--- src/rtl/mux6_rr_scheduler_pkg.sv ---
// mux6_rr_scheduler shared definitions.
// Requester count, select codes, FSM encodings and ring arithmetic.
package mux6_rr_scheduler_pkg;

    localparam int NUM_REQ = 6;
    localparam int SEL_W   = 3;

    localparam logic [SEL_W-1:0] SEL_IDLE = 3'b111;

    localparam logic [0:0] ST_IDLE = 1'b0;
    localparam logic [0:0] ST_HOLD = 1'b1;

    // Position 'off' steps after 'base' on the six-entry ring.
    function automatic logic [SEL_W-1:0] rr_wrap(
        input logic [SEL_W-1:0] base,
        input logic [SEL_W-1:0] off
    );
        logic [SEL_W:0] s;
        s = {1'b0, base} + {1'b0, off};
        if (s >= 4'd12) begin
            s = s - 4'd12;
        end else if (s >= 4'd6) begin
            s = s - 4'd6;
        end
        return s[SEL_W-1:0];
    endfunction

endpackage

--- src/rtl/mux6_rr_scheduler_mux6.sv ---
// Six-to-one single-bit datapath mux.
// Codes 6 and 7 produce a constant zero.
module mux6
    import mux6_rr_scheduler_pkg::*;
(
    input  logic [NUM_REQ-1:0] i_data,
    input  logic [SEL_W-1:0]   i_sel,
    output logic               o_out
);

    // Route the selected data bit; unused codes read as zero.
    always_comb begin
        o_out = 1'b0;
        if (i_sel < SEL_W'(NUM_REQ)) begin
            o_out = i_data[i_sel];
        end
    end

endmodule

--- src/rtl/mux6_rr_scheduler_rr_pick6.sv ---
// Combinational round-robin pick over six request lines.
// Search starts one past the pointer; the pointer's own slot is checked last.
module rr_pick6
    import mux6_rr_scheduler_pkg::*;
(
    input  logic [NUM_REQ-1:0] i_req,
    input  logic [SEL_W-1:0]   i_ptr,
    output logic [SEL_W-1:0]   o_pick,
    output logic               o_any_req
);

    logic [SEL_W-1:0] w_idx;

    // Walk the ring from farthest to nearest so the nearest hit is written last.
    always_comb begin
        o_pick    = i_ptr;
        w_idx     = '0;
        o_any_req = |i_req;
        for (int k = NUM_REQ; k >= 1; k--) begin
            w_idx = rr_wrap(i_ptr, SEL_W'(k));
            if (i_req[w_idx]) begin
                o_pick = w_idx;
            end
        end
    end

endmodule

--- src/rtl/mux6_rr_scheduler.sv ---
// Round-robin scheduler sharing the 6:1 mux among six requesters.
// Each grant lasts at most HOLD_CYCLES enabled cycles.
module mux6_rr_scheduler
    import mux6_rr_scheduler_pkg::*;
#(
    parameter int HOLD_CYCLES = 4,
    parameter int CW          = 4
) (
    input  logic               i_clk,
    input  logic               i_resetn,
    input  logic               i_enable,
    input  logic [NUM_REQ-1:0] i_req,
    input  logic [NUM_REQ-1:0] i_data,
    output logic [SEL_W-1:0]   o_mux_select,
    output logic [NUM_REQ-1:0] o_grant,
    output logic               o_out,
    output logic               o_busy
);

    localparam logic [CW-1:0] HOLD_RELOAD = CW'(HOLD_CYCLES - 1);

    logic [0:0]         r_state;
    logic [NUM_REQ-1:0] r_grant;
    logic [SEL_W-1:0]   r_sel;
    logic [SEL_W-1:0]   r_ptr;
    logic [CW-1:0]      r_cnt;
    logic               r_busy;

    logic [SEL_W-1:0]   w_pick;
    logic               w_any;
    logic               w_owner_req;
    logic               w_release;
    logic               w_load;
    logic               w_to_idle;
    logic [NUM_REQ-1:0] w_onehot;

    rr_pick6 u_pick (
        .i_req     (i_req),
        .i_ptr     (r_ptr),
        .o_pick    (w_pick),
        .o_any_req (w_any)
    );

    mux6 u_mux (
        .i_data (i_data),
        .i_sel  (r_sel),
        .o_out  (o_out)
    );

    // Owner still asking is read through the one-hot grant, safe when idle.
    assign w_owner_req = |(i_req & r_grant);
    assign w_release   = (r_cnt == '0) || !w_owner_req;
    assign w_onehot    = NUM_REQ'(1) << w_pick;

    // Decide between loading a new grant, dropping to idle, or holding.
    always_comb begin
        w_load    = 1'b0;
        w_to_idle = 1'b0;
        case (r_state)
            ST_IDLE: begin
                w_load = w_any;
            end
            ST_HOLD: begin
                if (w_release) begin
                    w_load    = w_any;
                    w_to_idle = !w_any;
                end
            end
            default: begin
                w_to_idle = 1'b1;
            end
        endcase
    end

    // Grant, pointer and hold counter advance only on enabled cycles.
    always_ff @(posedge i_clk or negedge i_resetn) begin
        if (!i_resetn) begin
            r_state <= ST_IDLE;
            r_grant <= '0;
            r_sel   <= SEL_IDLE;
            r_ptr   <= SEL_W'(NUM_REQ - 1);
            r_cnt   <= '0;
            r_busy  <= 1'b0;
        end else if (i_enable) begin
            if (w_load) begin
                r_state <= ST_HOLD;
                r_grant <= w_onehot;
                r_sel   <= w_pick;
                r_ptr   <= w_pick;
                r_cnt   <= HOLD_RELOAD;
                r_busy  <= 1'b1;
            end else if (w_to_idle) begin
                r_state <= ST_IDLE;
                r_grant <= '0;
                r_sel   <= SEL_IDLE;
                r_cnt   <= '0;
                r_busy  <= 1'b0;
            end else if (r_state == ST_HOLD) begin
                r_cnt <= r_cnt - CW'(1);
            end
        end
    end

    assign o_grant      = r_grant;
    assign o_mux_select = r_sel;
    assign o_busy       = r_busy;

endmodule
--- config.mk ---
export PLATFORM = sky130hd
export DESIGN_NAME = mux6_rr_scheduler
export DESIGN_NICKNAME = d
export VERILOG_FILES = /design/src/rtl/mux6_rr_scheduler_pkg.sv /design/src/rtl/mux6_rr_scheduler_mux6.sv /design/src/rtl/mux6_rr_scheduler_rr_pick6.sv /design/src/rtl/mux6_rr_scheduler.sv
export SDC_FILE = /design/constraint.sdc
export NUM_CORES = 1
export LEC_CHECK = 0
export CORE_MARGIN = 3
export CORE_UTILIZATION = 60
export CTS_CLUSTER_DIAMETER = 30
export DETAILED_ROUTE_END_ITERATION = 7
export PLACE_DENSITY = 0.9
export SLEW_MARGIN = 20
export SYNTH_ARGS = -nofsm -noshare
export SYNTH_HDL_FRONTEND = slang
export SYNTH_SLANG_ARGS = --single-unit
export TNS_END_PERCENT = 50
--- constraint.sdc ---
create_clock -name i_clk -period 9.4 [get_ports i_clk]
set_clock_uncertainty 0.15 [all_clocks]
set_input_delay 2.35 -clock i_clk [delete_from_list [all_inputs] [get_ports i_clk]]
set_output_delay 2.35 -clock i_clk [all_outputs]
set_load 0.03 [all_outputs]
After elaboration in Yosys (flattened, before gate mapping). Index checks and enable logic that the tools add are counted.

Bitwise operators: 2. Multiplexer cells: 46. Reductions and logical operators: 11. Shifts and indexed selects: 1. $lt $le $gt $ge: 20. $add $sub $neg: 19.

Operator list (count): 2-to-1 mux 3 bit (20); subtractor 3 bit (second input constant) (12); < comparator 3 x 4 -> 1 bit (second input constant) (7); greater-or-equal comparator 4 x 3 -> 1 bit (second input constant) (6); greater-or-equal comparator 4 bit (second input constant) (6); binary-select mux 1 bit (select 3 bit) (7); 2-to-1 mux 1 bit (13); adder 3 x 3 -> 4 bit (second input constant) (3); 2-to-1 mux 4 bit (3); 2-to-1 mux 6 bit (2); OR reduction 6 bit (2); adder 3 x 2 -> 4 bit (second input constant) (2); bitwise AND 6 bit (1); AND reduction 2 bit (3); left shift 1 x 3 -> 6 bit (first input constant) (1); adder 3 x 1 -> 4 bit (second input constant) (1); zero test 4 bit (1); subtractor 4 x 1 -> 4 bit (second input constant) (1); < comparator 3 bit (second input constant) (1); nonzero test 3 bit (1); zero test 1 bit (2); case mux 1 bit (2 select lines) (1); nonzero test 2 bit (1); logical OR 1 bit (1); NOT 1 bit (1).

Bits in registers: 17. Logic and storage cells: 104. Output and inout bits: 11.

Longest topological paths before layout. Gate-level depths: netlist (run 1).

Depth in word-level cells: 14. Mapped depth: 15. Mapped depth without buffers: 13.

By module. A second synthesis (run 1) with hierarchy kept.

Cell total of the unflattened synthesis: 227. Area, all modules: 2014.4 µm².

Modules (own cells, without submodules): rr_pick6 (cells each 148, sequential area each 0.0 µm², times used 1, area each 1106.1 µm²); mux6_rr_scheduler (cells each 74, sequential area each 431.7 µm², times used 1, area each 857.1 µm²); mux6 (cells each 5, sequential area each 0.0 µm², times used 1, area each 51.3 µm²).

Worst setup path before layout (run 1). Ideal clock, no wire load.

Kind: input port to output port. Start: in i_data[3]. End: out o_out. Required time: 6.900 ns. Path slack: 3.735 ns. Arrival: 3.165 ns. Path buffers: 0. Stages on the path: 2. Cells stage by stage: mux2i_1 -> o31ai_1.

Cells in the longest elaborated chain, start to end: 3.

Ends and longest elaborated chain: start, declared (RTL line mux6_rr_scheduler.sv:13) `input logic [NUM_REQ-1:0] i_data,`; binary-select mux 1 bit (select 3 bit) (RTL line mux6_rr_scheduler_mux6.sv:15) `o_out = i_data[i_sel];`; 2-to-1 mux 1 bit (not written as such) (RTL line mux6_rr_scheduler_mux6.sv:15); 2-to-1 mux 1 bit (RTL line mux6_rr_scheduler_mux6.sv:14) `if (i_sel < SEL_W'(NUM_REQ)) begin`; end, declared (RTL line mux6_rr_scheduler.sv:16) `output logic o_out,`.

No other way between the ends. The select of a mux whose other input is x is not followed.

Worst setup path after layout (run 1).
Start: in i_data[4]. End: out o_out.

The elaborated chain is that of the path after synthesis.

==> summary by stage, run 1 <==
Yosys
In this run the cell area of the synthesized design comes to approximately 0.0021 mm^2. For this run, asynchronously set or reset flops after synthesis account for 100%. The total nets after synthesis is roughly 270. In this run the mean area of a mapped cell was about 8.9 um^2.

Of the synthesized area, sequential elements account for between 20% and 30%. The number of synthesized flops with an enable pin is 0. The number of storage elements in the synthesis netlist is 17. By area the synthesized netlist is led by sky130_fd_sc_hd__dfrtp_1 14%, sky130_fd_sc_hd__ha_1 7.7%, sky130_fd_sc_hd__dfstp_2 6.2%, sky130_fd_sc_hd__mux2i_1 3.8%, sky130_fd_sc_hd__a32o_1 3.3%. The count of yosys warnings during synthesis is 0. The most used flip-flop cell after synthesis is sky130_fd_sc_hd__dfrtp_1.

Among all cell types in the netlist, the one instantiated most often is sky130_fd_sc_hd__nand2_1. The fraction of synthesized cell area taken by the top area cell type is 14.2%. By count the netlist is led by 15 x sky130_fd_sc_hd__nand2_1, 13 x sky130_fd_sc_hd__a21oi_1, 13 x sky130_fd_sc_hd__ha_1, 13 x sky130_fd_sc_hd__inv_1, 13 x sky130_fd_sc_hd__nor2_1. Synthesis produced a netlist whose cell count is about 240. Counting distinct cell types in the post-synthesis netlist gives 76.

sky130_fd_sc_hd__dfrtp_1 takes more of the synthesized area than any other cell.

Timing
Setup repair after global routing left no endpoint under its margin. Setup violations remaining at the end of the flow were counted as 0. The number of endpoints with negative hold slack in the final report is 0. The achievable clock frequency is around 160 MHz. The number of max-slew violations in the final report was 0.

Measured against its own limit, the worst slew margin works out to about half. The fraction of the cycle the final worst path needs is about two thirds. The worst path in the final design needs a cycle of 6440 ps, including I/O delays and setup. The slew at the pin closest to its max-slew limit is approximately 760 ps. Hold is met by roughly 340 ps.

After routing, the total negative slack on setup checks comes to 0 ps.

Global route
The number of antenna violations at the first check in global routing came to 0. The via count of the first global-routing pass is ~1900. The largest net degree at the start of global routing is 29. Global routing used 26.0% of the available tracks. The global-route wire length before repair is 8.83 mm. For this run the aggregate overflow at the end of global routing stands at 0.

Worst setup path
The cell that appears most often on the critical path is sky130_fd_sc_hd__clkdlybuf4s50_1. Following the worst setup path forward leads to its endpoint at o_out. Data arrives at the worst endpoint at 3940 ps. The nature of the critical path endpoint is a primary output. Setup slack on the worst reg-to-reg path comes out at around 4700 ps. The maximum fanout count along the critical path is 1. The largest stage delay on the critical path is ~600 ps. Traced cell by cell, the critical path runs through clkdlybuf4s50_1 -> mux4_2 -> nand2_1 -> o31ai_1 -> clkdlybuf4s50_1. The category of the most critical setup path is input pin to primary output. The launch point of the critical path is i_data[4].

The library cell contributing the largest single delay on the critical path is sky130_fd_sc_hd__clkdlybuf4s50_1. The critical path launch point type is an input pin. The source of the worst register-to-register timing path is r_ptr[0]. The terminus of the critical flop-to-flop path is o_grant[5]. The worst path required time is 6900 ps. Measured in cells, the most critical reg-to-reg path has a length of 12.

Routing
The average vias per placed instance is 6.71. The average wire per cell in the routed design is approximately 17 um. After detailed routing, the number of remaining DRC violations is 0.

The length of the first detailed-routing pass in iterations is 5. The antenna violation net count after detailed routing is 0. The via count is ~2000.

The DRC violation total after the first TritonRoute iteration is 168. Wires add up to between 5 and 6 mm.

Floorplanning
The horizontal die dimension is 65.3 um. The starting density of the core is between 60% and 70%. The number of top-level pins is 26. The number of rows in the core area is 20. The die is roughly 65 um tall. The floorplan core area is roughly 0.0032 mm^2. The area of the die is 0.00426 mm^2.

Placement
The half-perimeter wire length of the detailed placement result is just under 4 mm. Routability-driven placement finished with a final weighted congestion of 0.898. The port buffer count is 25.

CTS
The root buffer selected by CTS is sky130_fd_sc_hd__clkbuf_4. The maximum buffer depth of the clock tree is 2. Gates resized during post-CTS repair numbered 0.

The number of buffers added to fix hold violations after cts is 0. CTS saw 17 sinks. TritonCTS built the clock tree.

The H-tree depth is 1. In this run, CTS created clock tree buffers numbering 3. The post-CTS clock slew at the launch and capture registers of the worst setup and hold paths is around 100 ps. The buffer count from post-CTS setup fixing is 0. For the worst-skew pair, the clock arrives at the later sink with an insertion delay of around 300 ps.

Final layout
The antenna diode instance count is 0. The synthesis-to-finish area growth is 11.7%. Cells with a size suffix above 1 make up between 10% and 20% of the layout. The count of filler cells inserted in the layout is roughly 260. In the final design database the tool counted between 200 and 300 nets.

Hold path
The instance count along the most critical hold path is 2. The path class of the tightest hold or removal check is register to register.

Run
Max-cap violations in this run came to 0.

Status
The run finished with clean final reports.
-- worst max-delay path, delay by kind of cell --
family,cells,cell delay (ps)
AO/OA/AOI/OAI,1,60
buffers and inverters,2,1010
AND/OR/NAND/NOR,1,70
multiplexers,1,450
-- cell type report --
type	instances	area [um^2]	share of cell area, %
flip-flops and latches	17	432	18.3
repair buffers	25	250	10.6
clock buffers	4	26.3	1.12
well taps	44	55.1	2.34
multi-input cells	194	1540	65.2
inverters	15	56.3	2.39
-- how the worst min path moves through the flow --
stage / end / slack [ps] / startpoint
after floorplan: r_cnt[3] / 340 / r_cnt[3]
after global placement: o_mux_select[2] / 330 / o_mux_select[2]
after detailed placement: o_mux_select[2] / 330 / o_mux_select[2]
after CTS: o_mux_select[2] / 340 / o_mux_select[2]
after global routing: o_mux_select[2] / 370 / o_mux_select[2]
final: o_mux_select[2] / 340 / o_mux_select[2]
-- registers in the layout (all words and copies together), names as in the netlist --
signal,flops
o_busy,1
r_cnt,4
o_grant,6
o_mux_select,3
r_ptr,3
-- layout by cell type, fill, tap and decap left out, drive strengths merged, types with 6 or more instances in the layout --
| cell | count |
|---|---|
| clkdlybuf4s50 | 25 |
| nand2 | 15 |
| inv | 15 |
| nor2 | 14 |
| a21oi | 14 |
| ha | 13 |
| dfrtp | 12 |
| mux2i | 11 |
| o21ai | 10 |
| a32o | 8 |
| nand3 | 6 |
| nand2b | 6 |
-- per-layer routing --
layer	track usage, %	share of wire, %	vias to the layer above
met5	0	0	-
met4	6.74	1.4	0
met3	3.42	6.9	8
met2	39.1	46	87
met1	39.1	46	952
li1	-	-	959
-- cell families (layout without fill, tap and decap cells) --
logic type	Yosys count	count (layout)	synth area share, %
buf+inv	26	44	6.71
mux	16	16	8.96
simple gates	71	71	19.3
flops	17	17	20.5
fa+ha+maj	13	13	7.72
compound gates	87	87	32.6
xor+xnor	7	7	4.15
-- through the flow --
stage	std cells	setup slack [ps]	instance area, um^2	util (%)
floorplan	237	3730	2110	-
global placement	295	2970	2330	72.7
detailed placement	295	2950	2330	72.7
CTS	299	2960	2350	73.5
global route	299	2880	2350	73.5
finish	299	2960	2350	73.5
Power of run 1 is left out: the tool's default activity adds up to more than one toggle a clock period on the data nets, which glitch-free logic cannot reach.
==> run 2, diff against run 1 <==
CORE_UTILIZATION = 51   (was 60)
PLACE_DENSITY = 0.82   (was 0.9)
clock period = 5.6 ns   (was 9.4 ns; I/O delays follow)
==> run 2 against run 1 <==
Against the previous run:
- sequential share of layout area decreased by 0.25 points
- core utilization is 11 points lower
- wire length decreased by 3.8%
- die area rose by 16%
- largest cell class unchanged
- critical endpoint unchanged
==> summary by stage, run 2 (synthesis gave the netlist of run 1 again) <==
CTS
The later-pin clock latency in the skew report is 250 ps (-50 ps). The buffer count from post-CTS setup fixing is 0 (unchanged). The number of clock buffers inserted by TritonCTS is 3 (unchanged).

TritonCTS built the clock tree. The H-tree depth is 1 (unchanged). The number of clock sinks is 17 (unchanged). The maximum buffer depth of the clock tree was 2 (unchanged). The root buffer selected by CTS is sky130_fd_sc_hd__clkbuf_8. The quantity of gates resized following cts is 0 (unchanged). The number of buffers added to fix hold violations after cts came to 0 (unchanged).

The post-CTS clock slew at the launch and capture registers of the worst setup and hold paths is 70 ps (-30 ps).

Routing
The count of unresolved DRC violations after routing came to 0 (unchanged). The average vias per placed instance is 6.44 (-4.0%). The via count is 1958 (-2.4%). The average wire per cell in the routed design was 16.3 um (-5.4%). The routed wire length is 4.94 mm (-3.8%).

The antenna violation net count after detailed routing came to 0 (unchanged). The DRC violation total after the first TritonRoute iteration is 162 (-3.6%). The length of the first detailed-routing pass in iterations is 5 (unchanged).

Timing
The relative slew slack came to 51.0% (+2.2 points). The worst path in the final design needs a cycle of around 4600 ps, including I/O delays and setup. The aggregate negative setup slack is 0 ps (unchanged).

The final-report setup violation count is 0 (unchanged). Static timing analysis puts the maximum clock frequency at about 220 MHz. The slew at the pin closest to its max-slew limit is 732 ps (-32.6 ps). The fraction of the cycle the final worst path needs is between 80% and 90%. The number of endpoints with negative hold slack in the final report came to 0 (unchanged). Setup repair after global routing left no endpoint under its margin.

The number of max-slew violations in the final report is 0 (unchanged).

Hold path
The instance count along the most critical hold path came to 2 (unchanged). The path class of the tightest hold or removal check is register to register. In this run the most critical hold path is launched from o_mux_select[2].

Worst setup path
The worst path required time is 4050 ps (-2850 ps). The critical path launch point type is an input pin. The most common cell type on the critical path is sky130_fd_sc_hd__clkdlybuf4s50_1.

The category of the most critical setup path is input pin to primary output. STA classifies the critical path endpoint as a primary output. The signal on the critical path passes through clkdlybuf4s50_1 -> mux4_2 -> nand2_1 -> o31ai_1 -> clkdlybuf4s50_1. The largest stage delay on the critical path is 600 ps (about the same).

The endpoint arrival time on the critical path was 3000 ps (-940 ps). For this design, the slowest cell found on the critical path is sky130_fd_sc_hd__clkdlybuf4s50_1. The number of cells on the worst reg-to-reg path was 12 (unchanged). Tracing the worst setup path back leads to its startpoint at i_data[5]. The maximum fanout count along the critical path came to 1 (unchanged). In this run the critical register-to-register path is launched from r_ptr[1].

Floorplanning
The area of the die is 0.00494 mm^2 (+16%). The height of the die is 70.3 um (+7.7%). The number of rows in the core area is 22 (+10%). The number of top-level pins is 26 (unchanged). The floorplan core area is 0.00383 mm^2 (+19%). The starting density of the core is 55.1% (-11 points). The horizontal die dimension was 70.3 um (+7.7%).

Status
The flow ran to the end, and the final reports show no timing, DRC or antenna violations.

Final layout
The area of the multi-input gates is 0.00154 mm^2 (unchanged). The synthesis-to-finish area growth is 13.2%. The count of nets after finishing is 285 (+0.35%). The share of layout cells above drive strength 1 was 14.5% (+0.73 points). The flip-flop count of the largest register after layout was 6 (unchanged). The sequential cell area was 432 um^2 (unchanged).

The count of filler cells inserted in the layout was 339 (+33%). The post-layout instance count excluding filler cells is 304 (+1.7%). Leaving out fill and tap cells, the most frequent cells in the layout are 25 x sky130_fd_sc_hd__clkdlybuf4s50_1, 15 x sky130_fd_sc_hd__nand2_1. The antenna diode instance count was 0 (unchanged). The most frequent standard cell in the layout excluding fill and tap cells is sky130_fd_sc_hd__clkdlybuf4s50_1.

Placement
The global placement routability congestion is 0.852 (-5.0%). The placed instance count was 300 (+1.7%). The port buffer count was 25 (unchanged). The half-perimeter wire length of the detailed placement result is 3.77 mm (-1.9%).

Global route
The largest net degree at the start of global routing is 28 (-3.4%). The global-route congestion overflow total was 0 (unchanged). The via count of the first global-routing pass is 1760 (-6.5%). The global-route wire length before repair is 8.49 mm (-3.8%). The number of antenna violations at the first check in global routing was 0 (unchanged). The overall track demand over capacity in global routing is 20.7% (-5.3 points).

Run
The count of maximum capacitance violations is 0 (unchanged).
==> run 2: worst paths after layout <==
check | endpoint | slack [ps]
max | o_out | 1050
min | o_mux_select[2] | 360
max reg2reg | o_grant[3] | 1470
min reg2reg | o_mux_select[2] | 360
max in group asynchronous | r_cnt[1] | 3410
min in group asynchronous | r_cnt[3] | 1430
==> run 2: metrics by stage <==
stage                     worst slack (ps)  area [um^2]  util (%)  hold slack, ps
after CTS                             1030         2390      62.4             357
after global routing                  1010         2390      62.4             374
after detailed placement              1060         2340      61.2             346
after floorplan                       1830         2110         -             338
after global placement                1070         2340      61.2             332
final                                 1050         2390      62.4             355
==> run 2: worst max-delay path: cells and delay by family <==
family | cells | cell delay, ps
buffers and inverters | 2 | 1010
multiplexers | 1 | 460
AND/OR/NAND/NOR | 1 | 70
AO/OA/AOI/OAI | 1 | 60
==> run 2: area by class of cell <==
type	count	area share, %
clock inverter	1	0.210
inverter	15	2.36
tap	48	2.52
sequential	17	18.1
clock buffer	3	1.73
timing repair buffer	26	10.8
multi-input combinational	194	64.3
==> run 2: metal layers <==
metal | vias to the layer above | track usage (%) | wire [um]
li1 | 952 | - | -
met1 | 926 | 30.8 | 2400
met2 | 74 | 31.4 | 2200
met3 | 6 | 3.74 | 312
met4 | 0 | 3.40 | 29
met5 | - | 0 | 0
Power of run 2 is left out for the same reason.
